[src/rtl/branch_scan_unit_pkg.sv]
// Shared definitions for the branch-resolution scanner:
// instruction opcodes, scan FSM states and scan directions.
package branch_scan_unit_pkg;

  typedef enum logic [3:0] {
    NOP,
    INC,
    DEC,
    MVL,
    MVR,
    OUTP,
    INP,
    CBF,
    CBB
  } op_code;

  typedef enum logic [2:0] {
    IDLE,
    FETCH,
    WAIT,
    DONE,
    ERR
  } scan_state_e;

  localparam logic SCAN_FWD  = 1'b0;
  localparam logic SCAN_BACK = 1'b1;

endpackage

[src/rtl/branch_depth_counter.sv]
// Bracket nesting depth counter with overflow and
// look-ahead zero detection for the scan FSM.
module branch_depth_counter #(
  parameter int DEPTH_W = 8
) (
  input  logic               clock,
  input  logic               reset,
  input  logic               load_i,
  input  logic               inc_i,
  input  logic               dec_i,
  output logic [DEPTH_W-1:0] depth_o,
  output logic               is_zero_next_o,
  output logic               at_max_o
);

  localparam logic [DEPTH_W-1:0] D_ONE = DEPTH_W'(1);

  logic [DEPTH_W-1:0] depth_q, depth_d;

  always_comb begin
    depth_d = depth_q;
    if (load_i)
      depth_d = D_ONE;
    else if (inc_i)
      depth_d = depth_q + D_ONE;
    else if (dec_i)
      depth_d = depth_q - D_ONE;
  end

  always_ff @(posedge clock) begin
    if (reset)
      depth_q <= '0;
    else
      depth_q <= depth_d;
  end

  assign depth_o        = depth_q;
  assign is_zero_next_o = dec_i && (depth_q == D_ONE);
  assign at_max_o       = &depth_q;

endmodule

[src/rtl/branch_scan_unit.sv]
// Walks program memory from a taken CBF/CBB to find the
// matching bracket, one outstanding read at a time.
module branch_scan_unit
  import branch_scan_unit_pkg::*;
#(
  parameter int PC_W    = 16,
  parameter int DEPTH_W = 8
) (
  input  logic            clock,
  input  logic            reset,
  input  logic            req_valid,
  input  logic            req_dir,
  input  logic [PC_W-1:0] req_pc,
  output logic            req_ready,
  output logic            done,
  output logic            error,
  output logic [PC_W-1:0] target_pc,
  output logic            mem_rd_en,
  output logic [PC_W-1:0] mem_addr,
  input  logic            mem_rd_valid,
  input  op_code          mem_rd_data
);

  localparam logic [PC_W-1:0] PC_ONE = PC_W'(1);

  scan_state_e     state_q, state_d;
  logic [PC_W-1:0] cursor_q, cursor_d;
  logic [PC_W-1:0] target_q, target_d;
  logic            dir_q, dir_d;

  op_code          open_op, close_op;
  logic            rd_hit, is_open, is_close;
  logic            at_edge, req_edge, accept;
  logic            zero_nx, at_max;
  logic [DEPTH_W-1:0] unused_depth;

  assign open_op  = (dir_q == SCAN_FWD) ? CBF : CBB;
  assign close_op = (dir_q == SCAN_FWD) ? CBB : CBF;
  assign rd_hit   = mem_rd_valid && (state_q == WAIT);
  assign is_open  = rd_hit && (mem_rd_data == open_op);
  assign is_close = rd_hit && (mem_rd_data == close_op);
  assign accept   = req_valid && (state_q == IDLE);

  // Stepping past either end of the address space is a failed scan
  assign at_edge  = (dir_q == SCAN_FWD) ? &cursor_q : ~|cursor_q;
  assign req_edge = (req_dir == SCAN_FWD) ? &req_pc : ~|req_pc;

  branch_depth_counter #(
    .DEPTH_W(DEPTH_W)
  ) u_depth (
    .clock         (clock),
    .reset         (reset),
    .load_i        (accept),
    .inc_i         (is_open && !at_max),
    .dec_i         (is_close),
    .depth_o       (unused_depth),
    .is_zero_next_o(zero_nx),
    .at_max_o      (at_max)
  );

  always_ff @(posedge clock) begin
    if (reset) begin
      state_q  <= IDLE;
      cursor_q <= '0;
      target_q <= '0;
      dir_q    <= SCAN_FWD;
    end else begin
      state_q  <= state_d;
      cursor_q <= cursor_d;
      target_q <= target_d;
      dir_q    <= dir_d;
    end
  end

  always_comb begin
    state_d  = state_q;
    cursor_d = cursor_q;
    target_d = target_q;
    dir_d    = dir_q;
    unique case (state_q)
      IDLE: begin
        if (req_valid) begin
          dir_d = req_dir;
          if (req_edge) begin
            state_d = ERR;
          end else begin
            cursor_d = (req_dir == SCAN_FWD) ? req_pc + PC_ONE
                                             : req_pc - PC_ONE;
            state_d  = FETCH;
          end
        end
      end
      FETCH: state_d = WAIT;
      WAIT: begin
        if (mem_rd_valid) begin
          if (is_open && at_max) begin
            state_d = ERR;
          end else if (zero_nx) begin
            target_d = cursor_q;
            state_d  = DONE;
          end else if (at_edge) begin
            state_d = ERR;
          end else begin
            cursor_d = (dir_q == SCAN_FWD) ? cursor_q + PC_ONE
                                           : cursor_q - PC_ONE;
            state_d  = FETCH;
          end
        end
      end
      DONE:    state_d = IDLE;
      ERR:     state_d = IDLE;
      default: state_d = IDLE;
    endcase
  end

  always_comb begin
    req_ready = 1'b0;
    done      = 1'b0;
    error     = 1'b0;
    mem_rd_en = 1'b0;
    mem_addr  = '0;
    unique case (state_q)
      IDLE:  req_ready = 1'b1;
      FETCH: begin
        mem_rd_en = 1'b1;
        mem_addr  = cursor_q;
      end
      DONE:  done = 1'b1;
      ERR: begin
        done  = 1'b1;
        error = 1'b1;
      end
      default: ;
    endcase
  end

  assign target_pc = target_q;

endmodule

[config.mk]
export PLATFORM = sky130hd
export DESIGN_NAME = branch_scan_unit
export DESIGN_NICKNAME = d
export VERILOG_FILES = /design/src/rtl/branch_scan_unit_pkg.sv /design/src/rtl/branch_depth_counter.sv /design/src/rtl/branch_scan_unit.sv
export SDC_FILE = /design/constraint.sdc
export NUM_CORES = 1
export LEC_CHECK = 0
export BUFFER_PORTS_ARGS = -buffer_cell sky130_fd_sc_hd__buf_4
export CAP_MARGIN = 20
export CORE_MARGIN = 1
export CORE_UTILIZATION = 44
export DETAILED_ROUTE_END_ITERATION = 8
export GPL_TIMING_DRIVEN = 0
export PLACE_DENSITY = 0.71
export SYNTH_ARGS = -nofsm -noshare
export SYNTH_HDL_FRONTEND = slang
export SYNTH_SLANG_ARGS = --single-unit
[constraint.sdc]
create_clock -name clock -period 3.6 [get_ports clock]
set_input_delay 0.36 -clock clock [delete_from_list [all_inputs] [get_ports clock]]
set_output_delay 0.36 -clock clock [all_outputs]
set_load 0.005 [all_outputs]
== Yosys cells after proc, flatten, opt, wreduce, memory -nomap -nowiden ==
Cells that the tools add are included.
Operators by class
  $add $sub $neg: 6
  eq/ne operators: 13
  mux-type cells: 28
  bitwise gates (word level): 1
  reduce and logical (&&, ||, !) cells: 25
Operators with widths (number)
  $mux W16: 9
  $add A16 B1 Y16 const B: 2
  $pmux W16 S2: 1
  $reduce_and A16 Y1: 2
  $reduce_or A16 Y1: 2
  $sub A16 B1 Y16 const B: 2
  $mux W3: 6
  $mux W8: 2
  $ne A2 B2 Y1 const B: 6
  $pmux W3 S3: 1
  $add A8 B1 Y8 const B: 1
  $eq A4 B4 Y1: 2
  $eq A8 B1 Y1 const B: 1
  $mux W4: 2
  $reduce_and A8 Y1: 1
  $sub A8 B1 Y8 const B: 1
  $logic_and A1 B1 Y1: 7
  $mux W1: 7
  $reduce_and A7 Y1: 1
  $eq A3 B2 Y1 const B: 2
  $reduce_and A2 Y1: 2
  $reduce_and A4 Y1: 1
  $reduce_bool A2 Y1: 2
  $reduce_or A2 Y1: 2
  other kinds (6): 8
Storage, ports and cells
  bits in registers: 44
  input port bits: 25
  output and inout bits: 36
  word-level logic and storage cells: 79

== Depth between registers and ports, before layout ==
Gate-level depths: netlist of the first run.
  word-level depth: 8
  gate-level depth with buffers: 9
  mapped depth without buffers: 8

== Hierarchy ==
Synthesis of the first run repeated with hierarchy kept, for this count alone.
Second synthesis, totals
  cells, all modules: 472
  area total of the unflattened synthesis: 3802.4 um^2
Modules (own cells, without submodules)
  branch_scan_unit: times used 1, cells an instance 411, area an instance 3300.7 um^2, seq. area each 720.7 um^2
  branch_depth_counter: times used 1, cells an instance 61, area an instance 501.7 um^2, seq. area each 160.2 um^2

== Worst setup path after synthesis of the first run ==
Ideal clock, no wire load.
  path kind: register -> register
  from: register dir_q
  to: register cursor_q[13]
  library setup time: 0.120 ns
  data arrival time: 2.364 ns
  data required time: 3.480 ns
  path slack: 1.116 ns
  stages on the path, launching flop included: 9
  buffers on the path: 0
  period minus slack after synthesis: 2.484 ns
  path through: dfxtp_1 > ha_1 > a21o_1 > a21o_1 > a2111oi_0 > o21ai_1 > a211o_1 > o2111a_1 > or2_1
Between the ends
  cells in the longest elaborated chain, start to end: 6
  elaborated cells between the ends (all ways): 19
  classes of those cells: eq/ne: 5; mux: 9; reduce/logical: 5
Ends and longest elaborated chain
  start: declaration: line branch_scan_unit.sv:29  | logic dir_q, dir_d;
  start signal: assignment: line branch_scan_unit.sv:71  | dir_q <= dir_d;
  $mux W4, or another cell as far along: line branch_scan_unit.sv:38  | assign close_op = (dir_q == SCAN_FWD) ? CBB : CBF;
  $eq A4 B4 Y1, or another cell as far along: line branch_scan_unit.sv:41  | assign is_close = rd_hit && (mem_rd_data == close_op);
  $logic_and A1 B1 Y1, or another cell as far along: line branch_scan_unit.sv:41
  $logic_and A1 B1 Y1, or another cell as far along: line branch_depth_counter.sv:38  | assign is_zero_next_o = dec_i && (depth_q == D_ONE);
  $ne A2 B2 Y1 (no source line) or $mux W16 (tied branches)
  $reduce_and A7 Y1 (no source line) or $pmux W16 S2 (tied branches)
  end signal: assignment: line branch_scan_unit.sv:69  | cursor_q <= cursor_d;
  end: declaration: line branch_scan_unit.sv:27  | logic [PC_W-1:0] cursor_q, cursor_d;
Parallel ways exist; a longest one is shown, timed or not. The select of a mux whose other input is x is not followed.
A chain may end at the register's enable or synchronous reset.

== Worst setup path after layout of the first run ==
  from: register dir_q
  to: register cursor_q[14]
Same word-level chain as after synthesis.

==> metrics, run 1 <==
YS warnings=0; setup bufs post-CTS=0; Final min period=slightly below 3 ns; vias in the first global route=approximately 3300; asr flop ratio synth=0; syn_area_per_cell=between 8 and 9 µm²; Hold Slack=0.366 ns; top area cells in the synthesized netlist=dfxtp_1 (23%), ha_1 (10%), nand2_1 (7.0%); # placed instances=between 600 and 700; die width=95.5 µm; Synth Net Count=around 530; Clock H-tree levels=2; final setup fails=0; top cell type by total area after synthesis=dfxtp_1; synthesized area=a little under 4000 µm²; synthesized instance count=roughly 480; I/O pin count=just over 60; Req. time, crit path=around 3.8 ns; WS Path Type=reg2reg; crit-path max FO=16; #FFs+latches synth=44; Final Skew=a little under 0.009 ns; Vias=3702; number of diodes=0; PostCTS Resize Cnt=0; Starting Density=0.461; Crit path arrival time=3.05 ns; Die Span Y=~96 µm; Post-synth EDFFs=0; clock sink count=44; routed len/inst=14.8 µm; max-cap violation count=0; DP HPWL=roughly 7800 µm; outcome=finished clean; Post-DRT Antenna Nets=0; Synth top area share=0.229; CTS Hold Bufs=0; P per Cell Area=about 340 nW/µm²; relative slew slack=0.462; crit path launch=dir_q; wire length of the first global-routing pass=roughly 16000 µm; core area=between 8000 and 9000 µm²; # rows=33; PortBufs=60; net count reported at finish=~600; largest net degree at the start of global routing=21; Final Hold Viols=0; gp weighted congestion=0.904; startpoint types=register; CTS tree=built; Final Cycle Share=0.801; final slew viol count=0; Clock transition at path regs=0.08 ns; fraction of layout cells with a size suffix above 1=0.202; die area=9130 µm²; initial antenna violation count=0; Worst setup EP type=register; clock buffer depth=2; DR pass1 iterations=5; post-synthesis sequential area ratio=0.229; Post-Layout Cell Count=649; R2R Path Start=dir_q; clk_lat worst skew=around 0.30 ns; gr ovfl total=0; Slew @ Worst Pin=just over 0.8 ns; DRT iter0 DRCs=176; drt total wl=9630 µm; Layout area overhead=18.1%; GRT Total Usage=0.215; clock root cell=clkbuf_8; DRC viols=0; Num CTS Buffers=5; setup tns final=0 ns; RSZ-0062 raised after global routing=no; Worst Hold Class=in2reg; Max IR drop VDD=roughly 160 µV; min-delay src=req_valid; top_reg_cell synth=dfxtp_1; leakage=between 1.5 and 2 nW; Peak Freq=~350 MHz; synth unique cells=between 70 and 80; Via density=~5.7
==> Yosys cell counts, drive strengths merged, types with 7 or more instances <==
library cell,instances
nor2,37
nand3,16
ha,31
a311oi,7
nand4,10
dfxtp,44
nor3,13
mux2i,9
a21o,9
clkbuf,8
a21oi,39
buf,7
xor2,17
o21ai,19
nor2b,7
and2,17
inv,7
nand2,72
xnor2,17
nor4,8
==> per-layer routing <==
metal,vias up,track usage,routed length (µm)
met5,-,0,0
li1,1887,-,-
met4,0,0.0510,109
met2,121,0.368,4420
met1,1684,0.290,4660
met3,10,0.0207,438
==> state kept, by name, indices dropped and copies added, names as in the netlist <==
register and cells:
state_q 3, u_depth.depth_o 8, target_pc 16, dir_q 1, cursor_q 16
==> final cells by class <==
class	instances	area [µm²]
tap	105	131
inverter	7	26.3
fill	799	3790
sequential	44	881
buffer	15	78.8
clock inverter	2	35.0
multi-input combinational	409	2860
clock buffer	6	72.6
timing repair buffer	61	458
==> where the power goes <==
part | switching (mW) | leakage, nW | internal (mW) | total [mW]
clock network | 0.168 | 0.0552 | 0.206 | 0.374
registers | 0.0710 | 0.358 | 0.522 | 0.593
logic | 0.335 | 1.50 | 0.263 | 0.598
==> cell usage in the layout (no fill, tap or decap), types with 5 or more instances in the layout <==
| master | n |
|---|---|
| nand3_1 | 15 |
| buf_4 | 61 |
| a311oi_2 | 6 |
| xor2_1 | 17 |
| inv_1 | 7 |
| nor2b_1 | 7 |
| nor2_1 | 32 |
| nor4_1 | 8 |
| a21oi_1 | 39 |
| clkbuf_8 | 5 |
| mux2i_1 | 7 |
| a21o_1 | 9 |
| o21bai_1 | 5 |
| o21ai_0 | 15 |
| a31oi_1 | 5 |
| xnor2_1 | 17 |
| and3_1 | 5 |
| ha_1 | 31 |
| clkbuf_1 | 9 |
| nand2_1 | 72 |
| dfxtp_1 | 44 |
| nor3_1 | 10 |
| and2_1 | 17 |
| nand4_1 | 10 |
==> worst max-delay path, stage by stage, from the launching register on <==
cell      delay (ns)
dfxtp_1         0.72
ha_1            0.41
a211oi_1        0.38
o21bai_1        0.17
a31o_2          0.29
a311oi_2        0.31
xnor2_1         0.10
mux2i_1         0.27
a211oi_2        0.11
==> cells by family (layout without fill, tap and decap cells) <==
family | Yosys count | after routing | share of synthesized area
AO/OA/AOI/OAI | 119 | 119 | 0.226
XOR/XNOR | 34 | 34 | 0.0774
adder cells (fa/ha/maj) | 33 | 33 | 0.111
buffers and inverters | 22 | 91 | 0.0273
flip-flops | 44 | 44 | 0.229
multiplexers | 10 | 10 | 0.0283
AND/OR/NAND/NOR | 213 | 213 | 0.301
==> metrics by stage <==
step | power (mW) | instance area, µm² | setup WS (ns) | utilization
finish | 1.57 | 4550 | 0.717 | 0.545
global route | 1.66 | 4550 | 0.581 | 0.545
CTS | 1.56 | 4540 | 0.770 | 0.544
detailed placement | 1.19 | 4430 | 0.809 | 0.531
global placement | 1.18 | 4430 | 0.805 | 0.531
floorplan | 1.02 | 3850 | 1.12 | -
==> final timing paths <==
kind                  endpoint  slack [ns]  depth (start not counted)
setup / recovery  cursor_q[14]        0.72                          8
hold / removal           dir_q        0.37                          3
setup reg to reg  cursor_q[14]        0.72                          8
hold reg to reg   target_pc[8]        0.46                          2
No activity file was read; power rests on OpenSTA's default activity.
==> run 2, diff against run 1 <==
Settings changed: ABC_AREA set to 1, PLACE_DENSITY 0.71 to 0.72.
Clock period 3.6 ns to 2.6 ns, I/O delays scaled along.
==> run 2 against run 1 <==
  * Area after synthesis increased by 15%
  * Critical path depth increased by 2
  * Power increased by 110%
  * Critical endpoint is now cursor_q[8]
  * Sequential power increased by 64%
==> metrics, run 2 <==
top cell type by total area after synthesis=nand2_1; final setup margin=0.432 ns (-0.285 ns); I/O pin count=61 (unchanged); CTS Hold Bufs=0 (unchanged); drt total wl=11300 µm (+18%); synthesized area=4440 µm² (+15%); clock root cell=clkbuf_8; final setup fails=0 (unchanged); Via density=4.88 (-14%); Peak Freq=461 MHz (+33%); top post-synthesis cells by count=nand2_1 (266), inv_1 (117), nor2_1 (109); DRT iter0 DRCs=270 (+53%); number of diodes=0 (unchanged); #FFs+latches synth=44 (unchanged); setup tns final=0 ns (unchanged); outcome=finished clean; WS Path Type=reg2reg; Placement Cell Area=5050 µm² (+14%); Starting Density=0.454 (-0.00740); Clock Power Share=0.134 (-0.105); Multi-input gate area=3010 µm² (+5.2%); leakage=2.86 nW (+49%); fraction of layout cells with a size suffix above 1=0.117 (-0.0848); Layout area overhead=16.0%; Psw=1.64 mW (+190%); net count reported at finish=917 (+53%); Vias=4843 (+31%); die width=102 µm (+7.2%); Final Hold Viols=0 (unchanged); Power, Total=3.36 mW (+110%); commonest non-fill, non-tap cell in the layout=nand2_1; Synth Net Count=850 (+59%); Post-DRT Antenna Nets=0 (unchanged); crit-path max FO=21 (+5); Die Span Y=102 µm (+7.2%); Final Skew=0.00608 ns (-0.00275 ns); internal power=1.73 mW (+74%); top_reg_cell synth=dfxtp_1; DRC viols=0 (unchanged); Num CTS Buffers=5 (unchanged); RSZ-0062 raised after global routing=no; Post-synth EDFFs=0 (unchanged); Crit path arrival time=2.40 ns (-0.65 ns); Post-Layout Cell Count=993 (+53%); # placed instances=985 (+54%); routed len/inst=11.4 µm (-23%); core area=9770 µm² (+17%); relative slew slack=0.654 (+0.192); final slew viol count=0 (unchanged); asr flop ratio synth=0 (unchanged); wire length of the first global-routing pass=18900 µm (+21%); Worst Hold Class=in2reg; largest net degree at the start of global routing=22 (+4.8%); post-synthesis sequential area ratio=0.198 (-0.0304); worst slack, placed=0.200 ns (-0.609 ns); P per Cell Area=653 nW/µm² (+90%); CTS tree=built; Slew @ Worst Pin=0.519 ns (-0.286 ns); fillers=1087 (+36%); initial antenna violation count=0 (unchanged); Clock H-tree levels=2 (unchanged); DP HPWL=9310 µm (+20%); PortBufs=60 (unchanged); setup bufs post-CTS=0 (unchanged); clock buffer depth=2 (unchanged); top area cells in the synthesized netlist=nand2_1 (22%), dfxtp_1 (20%), inv_1 (9.9%); Worst setup EP type=register; Final min period=2.17 ns (-0.715 ns); gp weighted congestion=0.925 (+2.3%); Req. time, crit path=2.84 ns (-0.92 ns); gr ovfl total=0 (unchanged); Clock transition at path regs=0.09 ns (about the same); count leader, synth=nand2_1; combinational share of power=0.577 (+0.195); startpoint types=register; synthesized instance count=792 (+67%); Synth top area share=0.225 (-0.00389); Flop pwr share=0.290 (-0.089); max-cap violation count=0 (unchanged); Switching Fraction=0.487 (+0.121); clock sink count=44 (unchanged); clk_lat worst skew=0.30 ns (about the same); Max IR drop VDD=470 µV (+200%); vias in the first global route=4173 (+27%); GRT Total Usage=0.226 (+0.0104); FF/Latch Area=882 µm² (+0.14%); die area=10500 µm² (+15%); post-route cell area=5150 µm² (+13%); synth unique cells=37 (-51%); syn_area_per_cell=5.60 µm² (-31%); DR pass1 iterations=7 (+2); Final Cycle Share=0.834 (+0.0330); # rows=36 (+9.1%); most frequent cells in the layout=nand2_1 (266), inv_1 (117), nor2_1 (109); YS warnings=0 (unchanged)
## run 2: cell types whose count changed after synthesis, moves of 9 or more
cell,before,now
xor2_1,17,8
nand3_1,15,61
nand2_1,72,266
o21ai_0,15,35
and2_1,17,2
nor2_1,32,109
a21o_1,9,0
inv_1,7,117
xnor2_1,17,4
a21oi_1,39,49
## run 2: worst max-delay path: stages, from the launching register on
cell and delay, ns:
dfxtp_2 0.63, ha_1 0.39, nand3_1 0.11, nand3_1 0.17
nand2_1 0.11, nand3_1 0.09, nand2_1 0.07, nand2_1 0.04
o21ai_0 0.32, nor2_1 0.08, nor2_1 0.10
## run 2: cell families after synthesis
logic type | after synthesis | share of synthesized area
flops | 44 | 0.198
xor+xnor | 12 | 0.0237
fa+ha+maj | 33 | 0.0964
compound gates | 90 | 0.104
buf+inv | 136 | 0.123
simple gates | 477 | 0.454
## run 2: final cells by class
class / count / area share
plain buffers: 15 / 0.0177
clock buffers: 6 / 0.0160
clock inverters: 2 / 0.00194
inverters: 121 / 0.0882
multi-input cells: 612 / 0.585
flip-flops and latches: 44 / 0.171
well taps: 133 / 0.0323
repair buffers: 60 / 0.0875
## run 2: layer usage
layer  up-vias  part of all wire  track usage
met4         0             0.014       0.0495
met5         -                 0            0
met3        12             0.042       0.0267
met2        89              0.46        0.388
met1      2123              0.49        0.301
li1       2619                 -            -
## run 2: power groups by stage
stage	Combinational (mW)	Clock (mW)	Sequential [mW]
5_1_grt	2.23	0.492	0.994
4_1_cts	1.94	0.461	0.971
3_5_place_dp	1.93	0	0.986
6_report	1.94	0.451	0.974
3_3_place_gp	1.91	0	0.987
2_1_floorplan	1.44	0	0.925
## run 2: what timing repair did
item                       4_1_cts  5_1_grt
setup endpoints to repair        0        3
hold endpoints to repair         0        0
gates resized for setup          0        1
## run 2: path summary, 6_finish.rpt
check	to	slack [ns]	depth (start not counted)	start
max	cursor_q[8]	0.43	10	dir_q
min	u_depth.depth_o[0]	0.14	2	reset
max reg2reg	cursor_q[8]	0.43	10	dir_q
min reg2reg	u_depth.depth_o[6]	0.51	2	u_depth.depth_o[6]
## run 2: metrics by stage
stage                     hold WS [ns]   util
after global routing             0.132  0.527
after floorplan                  0.329      -
final                            0.141  0.527
after global placement           0.456  0.517
after CTS                        0.139  0.527
after detailed placement         0.461  0.517
==> run 3, diff against run 2 <==
Clock period 2.6 ns to 1.9 ns, I/O delays scaled along.
==> run 3 against run 2 <==
  * Via count is 1.3% higher
  * Combinational power increased by 68%
  * Hold slack got worse by 0.068 ns
  * Worst setup slack worse by 0.39 ns
  * Non-clock buffer count increased by 9
  * Critical endpoint unchanged
==> metrics, run 3 (same netlist as run 2, synthesis figures left out) <==
DP HPWL=9310 µm (about the same); net count reported at finish=926 (+0.98%); gp weighted congestion=0.916 (-0.93%); Vias=4908 (+1.3%); wire length of the first global-routing pass=18900 µm (about the same); fraction of layout cells with a size suffix above 1=0.191 (+0.0738); clock root cell=clkbuf_8; Final Cycle Share=0.975 (+0.142); Die Span Y=102 µm (unchanged); Multi-input gate area=3310 µm² (+10%); final slew viol count=0 (unchanged); clock sink count=44 (unchanged); drt total wl=12200 µm (+7.9%); Hold Slack=0.0728 ns (-0.0679 ns); Via density=4.90 (+0.53%); fillers=1008 (-7.3%); crit-path max FO=8 (-62%); number of diodes=0 (unchanged); max-cap violation count=0 (unchanged); Post-DRT Antenna Nets=0 (unchanged); Starting Density=0.454 (unchanged); Worst Hold Class=in2reg; Power, Total=5.47 mW (+63%); die width=102 µm (unchanged); Final Hold Viols=0 (unchanged); DRC viols=0 (unchanged); GRT Total Usage=0.226 (about the same); Final min period=1.85 ns (-0.314 ns); leakage=2.98 nW (+4.2%); PortBufs=60 (unchanged); Slew @ Worst Pin=0.512 ns (-0.00669 ns); commonest non-fill, non-tap cell in the layout=nand2_1; # rows=36 (unchanged); Final Skew=0.00547 ns (-0.000612 ns); Crit path arrival time=2.10 ns (-0.30 ns); most frequent cells in the layout=nand2_1 (249), inv_1 (115), nor2_1 (100); final setup fails=0 (unchanged); CTS tree=built; startpoint types=register; Worst R2R Setup Slack=0.05 ns (-0.39 ns); initial antenna violation count=0 (unchanged); outcome=finished clean; P per Cell Area=972 nW/µm² (+49%); routed len/inst=12.2 µm (+7.0%); relative slew slack=0.659 (+0.00446); core area=9770 µm² (unchanged); Max IR drop VDD=545 µV (+16%); Layout area overhead=26.9%; vias in the first global route=4142 (-0.74%); clk_lat worst skew=0.30 ns (about the same); Clock H-tree levels=2 (unchanged); Num CTS Buffers=5 (unchanged); die area=10500 µm² (unchanged); DRT iter0 DRCs=259 (-4.1%); RSZ-0062 raised after global routing=yes; Worst setup EP type=register; WS Path Type=reg2reg; I/O pin count=61 (unchanged); clock buffer depth=2 (unchanged); Req. time, crit path=2.14 ns (-0.70 ns); FF/Latch Area=887 µm² (+0.57%); DR pass1 iterations=5 (-2); largest net degree at the start of global routing=22 (unchanged); Peak Freq=540 MHz (+17%); gr ovfl total=0 (unchanged); Clock transition at path regs=0.09 ns (about the same)
[run 3: cell types whose count changed in the layout (fill, tap and decap cells not counted), moves of 8 or more]
cell and change:
nand2_1 -17, nand2_2 +14, ha_1 -9, ha_4 +9
nor2_1 -9, nor2_2 +8
[run 3: final timing paths]
| check | start | depth (start not counted) | to |
|---|---|---|---|
| min reg2reg | u_depth.depth_o[6] | 2 | u_depth.depth_o[6] |
| max | dir_q | 11 | cursor_q[8] |
| max reg2reg | dir_q | 11 | cursor_q[8] |
| min | reset | 2 | u_depth.depth_o[0] |
[run 3: worst max-delay path: stages, from the launching register on]
cell,delay [ns]
dfxtp_4,0.42
clkbuf_16,0.17
fa_2,0.41
nand3_2,0.09
nand3_4,0.09
nand2_2,0.08
nand3_2,0.06
nand2_1,0.06
nand2_1,0.06
o21ai_2,0.20
nor2_1,0.08
nor2_1,0.07
[run 3: area by class of cell]
class	instances	share of cell area
timing repair buffer	70	0.102
inverter	121	0.0815
buffer	14	0.0178
clock inverter	2	0.0107
tap	133	0.0295
sequential	44	0.158
clock buffer	5	0.0122
multi-input combinational	612	0.589
[run 3: metrics by stage]
step,cell area (µm²),setup TNS (ns),worst slack [ns],utilization,instances
after floorplan,4440,0,0.104,-,792
after global placement,5060,-0.974,-0.225,0.517,985
after detailed placement,5060,-1.30,-0.248,0.517,985
after CTS,5200,-0.106,-0.0694,0.532,991
after global routing,5630,-0.521,-0.0750,0.576,1001
final,5630,0,0.0466,0.576,1001
[run 3: per-layer routing]
layer / vias up / GRT usage / wire length, µm
met5: - / 0 / 0
met4: 0 / 0.0516 / 199
met3: 17 / 0.0274 / 409
met2: 81 / 0.385 / 5670
met1: 2175 / 0.302 / 5950
li1: 2635 / - / -
[run 3: timing repair]
item,4_1_cts,5_1_grt
endpoints found under the setup margin,28,31
gates cloned,0,2
resized for setup,6,83
hold buffers,0,0
setup buffers,0,8
pin swaps,0,17
[run 3: power breakdown]
| group | internal (mW) | switching, mW |
|---|---|---|
| Sequential | 1.08 | 0.284 |
| Clock | 0.518 | 0.334 |
| Combinational | 1.34 | 1.92 |
| Total | 2.94 | 2.54 |
